File: src/rtl/pwm_pkg.sv
// Shared types and helpers for the multi-channel PWM generator.
// Optional build macro used elsewhere: PWM_CENTER_ALIGNED_EN.
package pwm_pkg;

  localparam int PERIOD_MIN = 2;

  typedef logic [2:0] deb_hist_t;

  localparam deb_hist_t HIST_PRESS = 3'b011;

  function automatic int clamp_period(input int p);
    return (p < PERIOD_MIN) ? PERIOD_MIN : p;
  endfunction

endpackage

File: src/rtl/pwm_debounce.sv
// Button debouncer: two-flop synchronizer, divided sample tick, one pulse per press.
// A press is a low sample followed by two high samples; holding gives one pulse only.
module pwm_debounce
  import pwm_pkg::*;
#(
  parameter int DEB_DIV = 4
) (
  input  logic clk,
  input  logic rst_n,
  input  logic btn_i,
  output logic press_o
);

  localparam int DIV_W = (DEB_DIV > 1) ? $clog2(DEB_DIV) : 1;

  logic [DIV_W-1:0] div_q, div_d;
  logic [1:0]       sync_q, sync_d;
  deb_hist_t        hist_q, hist_d;
  logic             press_q, press_d;
  logic             tick;

  always_comb begin
    tick    = (div_q == '0);
    div_d   = tick ? DIV_W'(DEB_DIV - 1) : div_q - 1'b1;
    sync_d  = {sync_q[0], btn_i};
    hist_d  = hist_q;
    press_d = 1'b0;
    if (tick) begin
      hist_d  = {hist_q[1:0], sync_q[1]};
      press_d = (hist_d == HIST_PRESS);
    end
  end

  always_ff @(posedge clk) begin
    if (!rst_n) begin
      div_q   <= '0;
      sync_q  <= '0;
      hist_q  <= '0;
      press_q <= 1'b0;
    end else begin
      div_q   <= div_d;
      sync_q  <= sync_d;
      hist_q  <= hist_d;
      press_q <= press_d;
    end
  end

  assign press_o = press_q;

endmodule

File: src/rtl/pwm_generator_multi.sv
// Multi-channel PWM with shared period counter and button-stepped, double-buffered duties.
// Define PWM_CENTER_ALIGNED_EN for an up/down (center-aligned) counter.
module pwm_generator_multi
  import pwm_pkg::*;
#(
  parameter int CHANNELS     = 4,
  parameter int CNT_W        = 8,
  parameter int PERIOD_RESET = 10,
  parameter int DUTY_RESET   = 5,
  parameter int DUTY_STEP    = 1,
  parameter int DEB_DIV      = 4,
  localparam int SEL_W       = (CHANNELS > 1) ? $clog2(CHANNELS) : 1
) (
  input  logic                clk,
  input  logic                rst_n,
  input  logic                increase_duty,
  input  logic                decrease_duty,
  input  logic [SEL_W-1:0]    ch_sel,
  input  logic [CNT_W-1:0]    period_cfg,
  output logic [CHANNELS-1:0] pwm_out,
  output logic                cycle_start,
  output logic [CNT_W-1:0]    duty_sel
);

  localparam logic [CNT_W-1:0] STEP_N = CNT_W'(DUTY_STEP);
  localparam logic [CNT_W:0]   STEP_X = (CNT_W + 1)'(DUTY_STEP);

  logic                inc_press, dec_press;
  logic [CNT_W-1:0]    cnt_q, cnt_d;
  logic [CNT_W-1:0]    period_act_q, period_act_d;
  logic [CNT_W-1:0]    duty_shadow_q [CHANNELS];
  logic [CNT_W-1:0]    duty_shadow_d [CHANNELS];
  logic [CNT_W-1:0]    duty_act_q [CHANNELS];
  logic [CNT_W-1:0]    duty_act_d [CHANNELS];
  logic [CHANNELS-1:0] pwm_q, pwm_d;
  logic                cycle_start_q;
  logic [CNT_W-1:0]    duty_sel_q, duty_sel_d;
  logic                load;
  logic [CNT_W-1:0]    sel_shadow, inc_val, dec_val;
  logic [CNT_W:0]      inc_sum;
`ifdef PWM_CENTER_ALIGNED_EN
  logic                dir_up_q, dir_up_d;
`endif

  pwm_debounce #(.DEB_DIV(DEB_DIV)) u_deb_inc (
    .clk     (clk),
    .rst_n   (rst_n),
    .btn_i   (increase_duty),
    .press_o (inc_press)
  );

  pwm_debounce #(.DEB_DIV(DEB_DIV)) u_deb_dec (
    .clk     (clk),
    .rst_n   (rst_n),
    .btn_i   (decrease_duty),
    .press_o (dec_press)
  );

`ifdef PWM_CENTER_ALIGNED_EN
  // Bottom of the triangle (next cnt is 0) is the only reload point.
  always_comb begin
    dir_up_d = dir_up_q;
    if (dir_up_q) begin
      if (cnt_q >= period_act_q - 1'b1) begin
        cnt_d    = period_act_q - CNT_W'(2);
        dir_up_d = 1'b0;
      end else begin
        cnt_d = cnt_q + 1'b1;
      end
    end else begin
      cnt_d = cnt_q - 1'b1;
    end
    load = (cnt_d == '0);
    if (load) dir_up_d = 1'b1;
  end
`else
  always_comb begin
    load  = (cnt_q >= period_act_q - 1'b1);
    cnt_d = load ? '0 : cnt_q + 1'b1;
  end
`endif

  always_comb begin
    period_act_d = load ? CNT_W'(clamp_period(int'(period_cfg))) : period_act_q;

    sel_shadow = '0;
    for (int i = 0; i < CHANNELS; i++) begin
      if (ch_sel == SEL_W'(i)) sel_shadow = duty_shadow_q[i];
    end
    duty_sel_d = sel_shadow;

    // Saturate against the running period, computed one bit wider so it cannot wrap.
    inc_sum = {1'b0, sel_shadow} + STEP_X;
    inc_val = (inc_sum > {1'b0, period_act_q}) ? period_act_q : inc_sum[CNT_W-1:0];
    dec_val = (sel_shadow < STEP_N) ? '0 : sel_shadow - STEP_N;

    for (int i = 0; i < CHANNELS; i++) begin
      duty_shadow_d[i] = duty_shadow_q[i];
      if (ch_sel == SEL_W'(i)) begin
        if (inc_press && !dec_press)      duty_shadow_d[i] = inc_val;
        else if (dec_press && !inc_press) duty_shadow_d[i] = dec_val;
      end
      duty_act_d[i] = load ? duty_shadow_q[i] : duty_act_q[i];
      pwm_d[i]      = (cnt_q < duty_act_q[i]);
    end
  end

  always_ff @(posedge clk) begin
    if (!rst_n) begin
      cnt_q         <= '0;
      period_act_q  <= CNT_W'(PERIOD_RESET);
      pwm_q         <= '0;
      cycle_start_q <= 1'b0;
      duty_sel_q    <= CNT_W'(DUTY_RESET);
      for (int i = 0; i < CHANNELS; i++) begin
        duty_shadow_q[i] <= CNT_W'(DUTY_RESET);
        duty_act_q[i]    <= CNT_W'(DUTY_RESET);
      end
    end else begin
      cnt_q         <= cnt_d;
      period_act_q  <= period_act_d;
      pwm_q         <= pwm_d;
      cycle_start_q <= (cnt_q == '0);
      duty_sel_q    <= duty_sel_d;
      for (int i = 0; i < CHANNELS; i++) begin
        duty_shadow_q[i] <= duty_shadow_d[i];
        duty_act_q[i]    <= duty_act_d[i];
      end
    end
  end

`ifdef PWM_CENTER_ALIGNED_EN
  always_ff @(posedge clk) begin
    if (!rst_n) dir_up_q <= 1'b1;
    else        dir_up_q <= dir_up_d;
  end
`endif

  assign pwm_out     = pwm_q;
  assign cycle_start = cycle_start_q;
  assign duty_sel    = duty_sel_q;

endmodule
File: config.mk
export PLATFORM = sky130hd
export DESIGN_NAME = pwm_generator_multi
export DESIGN_NICKNAME = d
export VERILOG_FILES = /design/src/rtl/pwm_pkg.sv /design/src/rtl/pwm_debounce.sv /design/src/rtl/pwm_generator_multi.sv
export SDC_FILE = /design/constraint.sdc
export NUM_CORES = 1
export LEC_CHECK = 0
export BUFFER_PORTS_ARGS = -buffer_cell sky130_fd_sc_hd__buf_2
export CAP_MARGIN = 25
export CORE_ASPECT_RATIO = 0.75
export CORE_MARGIN = 2
export CORE_UTILIZATION = 55
export CTS_CLUSTER_SIZE = 28
export DETAILED_ROUTE_END_ITERATION = 10
export PLACE_DENSITY = 0.75
export SLEW_MARGIN = 15
export SYNTH_ARGS = -nofsm -noshare
export SYNTH_HDL_FRONTEND = slang
export SYNTH_SLANG_ARGS = --single-unit
File: constraint.sdc
create_clock -name clk -period 3.61 [get_ports clk]
set_clock_uncertainty 0.15 [all_clocks]
set_input_delay 0.361 -clock clk [delete_from_list [all_inputs] [get_ports clk]]
set_output_delay 0.361 -clock clk [all_outputs]
set_load 0.01 [all_outputs]
==> metrics <==
run status finished, final reports clean; Filler cells 866; launch point of the worst reg-to-reg path duty_shadow_q[3][0]; net switching power figure 0.7935 mW; worst path required time 3.70 ns; H-Tree Level Count 3; ant diodes 0; worst-skew pair later-pin latency 0.35 ns; area leader, netlist dfxtp_1; Synth Area per Inst 9.605 sq um; cell area after technology mapping 5667 sq um; depth of the worst register-to-register path 13; static power due to leakage 2.658 nW; DR WL met2 5976 microns; cells taking the most area after synthesis dfxtp_1 38%, ha_1 11%, mux2i_1 9.0%; first-pass GRT wire length 21180 microns; CTS tree built; number of cells on the worst hold path 2; endpoint of the worst-slack reg-to-reg timing path duty_shadow_q[2][0]; power density relative to cell area 431.5 nW/um^2; maximum number of buffers from clock root to sink 2; WL per Instance 16.37 microns; Root Buffer Master clkbuf_16; final global-route overflow total 0; final standard cell utilization of the core 63.30%; fraction of synthesized cell area taken by the top area cell type 37.80%; part of the power in registers 46.5%; largest net degree at the start of global routing 45; count of synthesis-stage warnings from yosys 0; crit path kind reg -> reg; combinational power share 19.9%; ranking of synthesized cells by instance count 107 x dfxtp_1, 52 x ha_1, 51 x mux2i_1; Iteration-0 DRC Markers 226; number of sinks handled by clock tree synthesis 107; share of final-layout standard cells stronger than drive strength 1 17.61%; die extent in y 91.91 microns; number of vias per cell after detailed routing 5.543; hold slack final 0.06739 ns; nets@finish 697; final hold viol count 0; largest fanout on the critical path 6; num ports 27; highest ir drop seen on vdd 0.0003221 V; first-pass iteration count of the detailed router 4; initial antenna violation count 0; effective utilization at floorplan 55.72%; DRC 0; share of the cycle needed by the critical path after routing 95.93%; Seq/Total Area, Yosys 37.80%; total routed wirelength 12630 microns; Die Outline Area 11140 sq um; most instantiated library cell after synthesis dfxtp_1; ys async rst share 0%; detailed-routed wire length on met3 654 microns; Worst-path clk slew 0.07 ns; Seq cells post-synth 107; die width 121.2 microns; Final Slew Violations 0; startpoint of the lowest-slack hold path increase_duty; cell count after synthesis 590; unique cell type count in the Yosys netlist 57; placer congestion estimate 0.9368; most instantiated flip-flop cell in the synthesis netlist dfxtp_1; Worst Max-Slew Pin Slew 0.6882 ns; wl on met1 5908 microns; setup violators final 0; Sum Neg Setup Slack 0 ns; max-cap check violation count 0; I/O Buffers 26; Syn-to-layout area delta 13.60%; slew margin rel. 54.12%; type of the worst min-delay path in -> reg; post-layout min period 3.463 ns; internal power 1.984 mW; number of CTS-inserted buffers 9; HPWL Detailed 9442 microns; clock power share 33.5%; fmax 288.8 MHz; DRT antenna net count 0; CP Launch Point duty_shadow_q[3][0]; endpoint kind of the worst setup timing path flop; Vias 4279; kind of start point of the critical path flop; worst reg-to-reg setup slack 0.15 ns; syn_nets 656; Std-Cell Rows 32; number of flops mapped to enable cells by yosys 0; Critical path destination duty_shadow_q[2][0]; gr usage total 24.14%; switching share of power 28.57%; core outline area 10170 sq um; vias in the first global route 4272; arrival time worst endpoint 3.55 ns; top routing layer in use met4; Post-CTS Hold Buffers 0
per-stage QoR:
step	instance area, sq um	power, mW	setup WS (ns)	std cells
floorplan	5693	1.722	0.01227	590
global placement	6113	1.841	-0.1693	755
detailed placement	6113	1.868	-0.3865	755
CTS	6395	2.792	0.03910	771
global route	6437	2.922	-0.004655	772
finish	6437	2.778	0.1470	772
state kept, by name (all words and copies together) (netlist names), 4 cells and up:
register / count
cnt_q: 8
duty_act_q: 32
duty_sel: 8
duty_shadow_q: 32
period_act_q: 8
pwm_out: 4
power by group through the flow:
stage	clock (mW)	sequential (mW)	combinational, mW
after floorplan	0	1.30	0.418
after global placement	0	1.32	0.524
after detailed placement	0	1.32	0.548
after CTS	0.948	1.29	0.552
after global routing	1.01	1.30	0.616
final	0.931	1.29	0.554
placed cells by master (no fill, tap or decap), drive strengths merged, types with 6 or more instances in the layout:
cell     count
nor2        28
mux4         8
a31oi        6
clkbuf       9
buf         56
a21o        17
inv         53
mux2i       51
nand2       24
or2          9
nand3       10
dfxtp      107
and2        13
a21oi       23
xnor2       11
nand2b      13
xor2         9
and3        10
ha          52
o21ai       29
nor2b       41
a2111oi      6
worst min path at each step:
stage,slack (ns),to
final,0.07,u_deb_inc.sync_q[0]
after floorplan,0.24,u_deb_dec.press_o
after detailed placement,0.25,u_deb_inc.press_o
after CTS,0.06,u_deb_inc.sync_q[0]
after global placement,0.25,u_deb_inc.press_o
after global routing,0.06,u_deb_inc.sync_q[0]
layer usage:
layer / vias up / global-route usage (%)
met2: 92 / 40.07
li1: 2129 / -
met1: 2048 / 32.38
met5: - / 0
met4: 0 / 4.215
met3: 10 / 5.908
logic make-up after synthesis:
logic type,Yosys count,share of synthesized area [%]
flip-flops,107,37.80
XOR/XNOR,20,3.091
AO/OA/AOI/OAI,105,12.63
multiplexers,61,12.72
adder cells (fa/ha/maj),52,11.48
buffers and inverters,76,5.277
AND/OR/NAND/NOR,169,17.00
critical path: stages (launching register included):
cell and delay [ns]:
dfxtp_1 0.34, mux4_2 0.56, ha_4 0.19, nand3_2 0.06
nor2_1 0.06, xor2_1 0.15, ha_1 0.37, a2111oi_4 0.33
o21ai_2 0.11, o221a_4 0.29, o21ai_1 0.18, mux2_4 0.34
mux2i_1 0.15, nand2_1 0.08
repair_timing:
| action | CTS | global route |
|---|---|---|
| hold endpoints to repair | 0 | 0 |
| endpoints found under the setup margin | 12 | 29 |
| resized for setup | 2 | 7 |
| buffers inserted | 0 | 1 |
| pin swaps | 0 | 2 |
cell type report:
type	instances	area, sq um	share of cell area [%]
clock inverter	7	50.05	0.7775
clock buffer	9	225.2	3.499
tap	136	170.2	2.643
sequential	107	2142	33.27
multi-input combinational	407	3294	51.18
timing repair buffer	56	367.9	5.714
inverter	50	187.7	2.915
(Power assumes the default switching activity.)
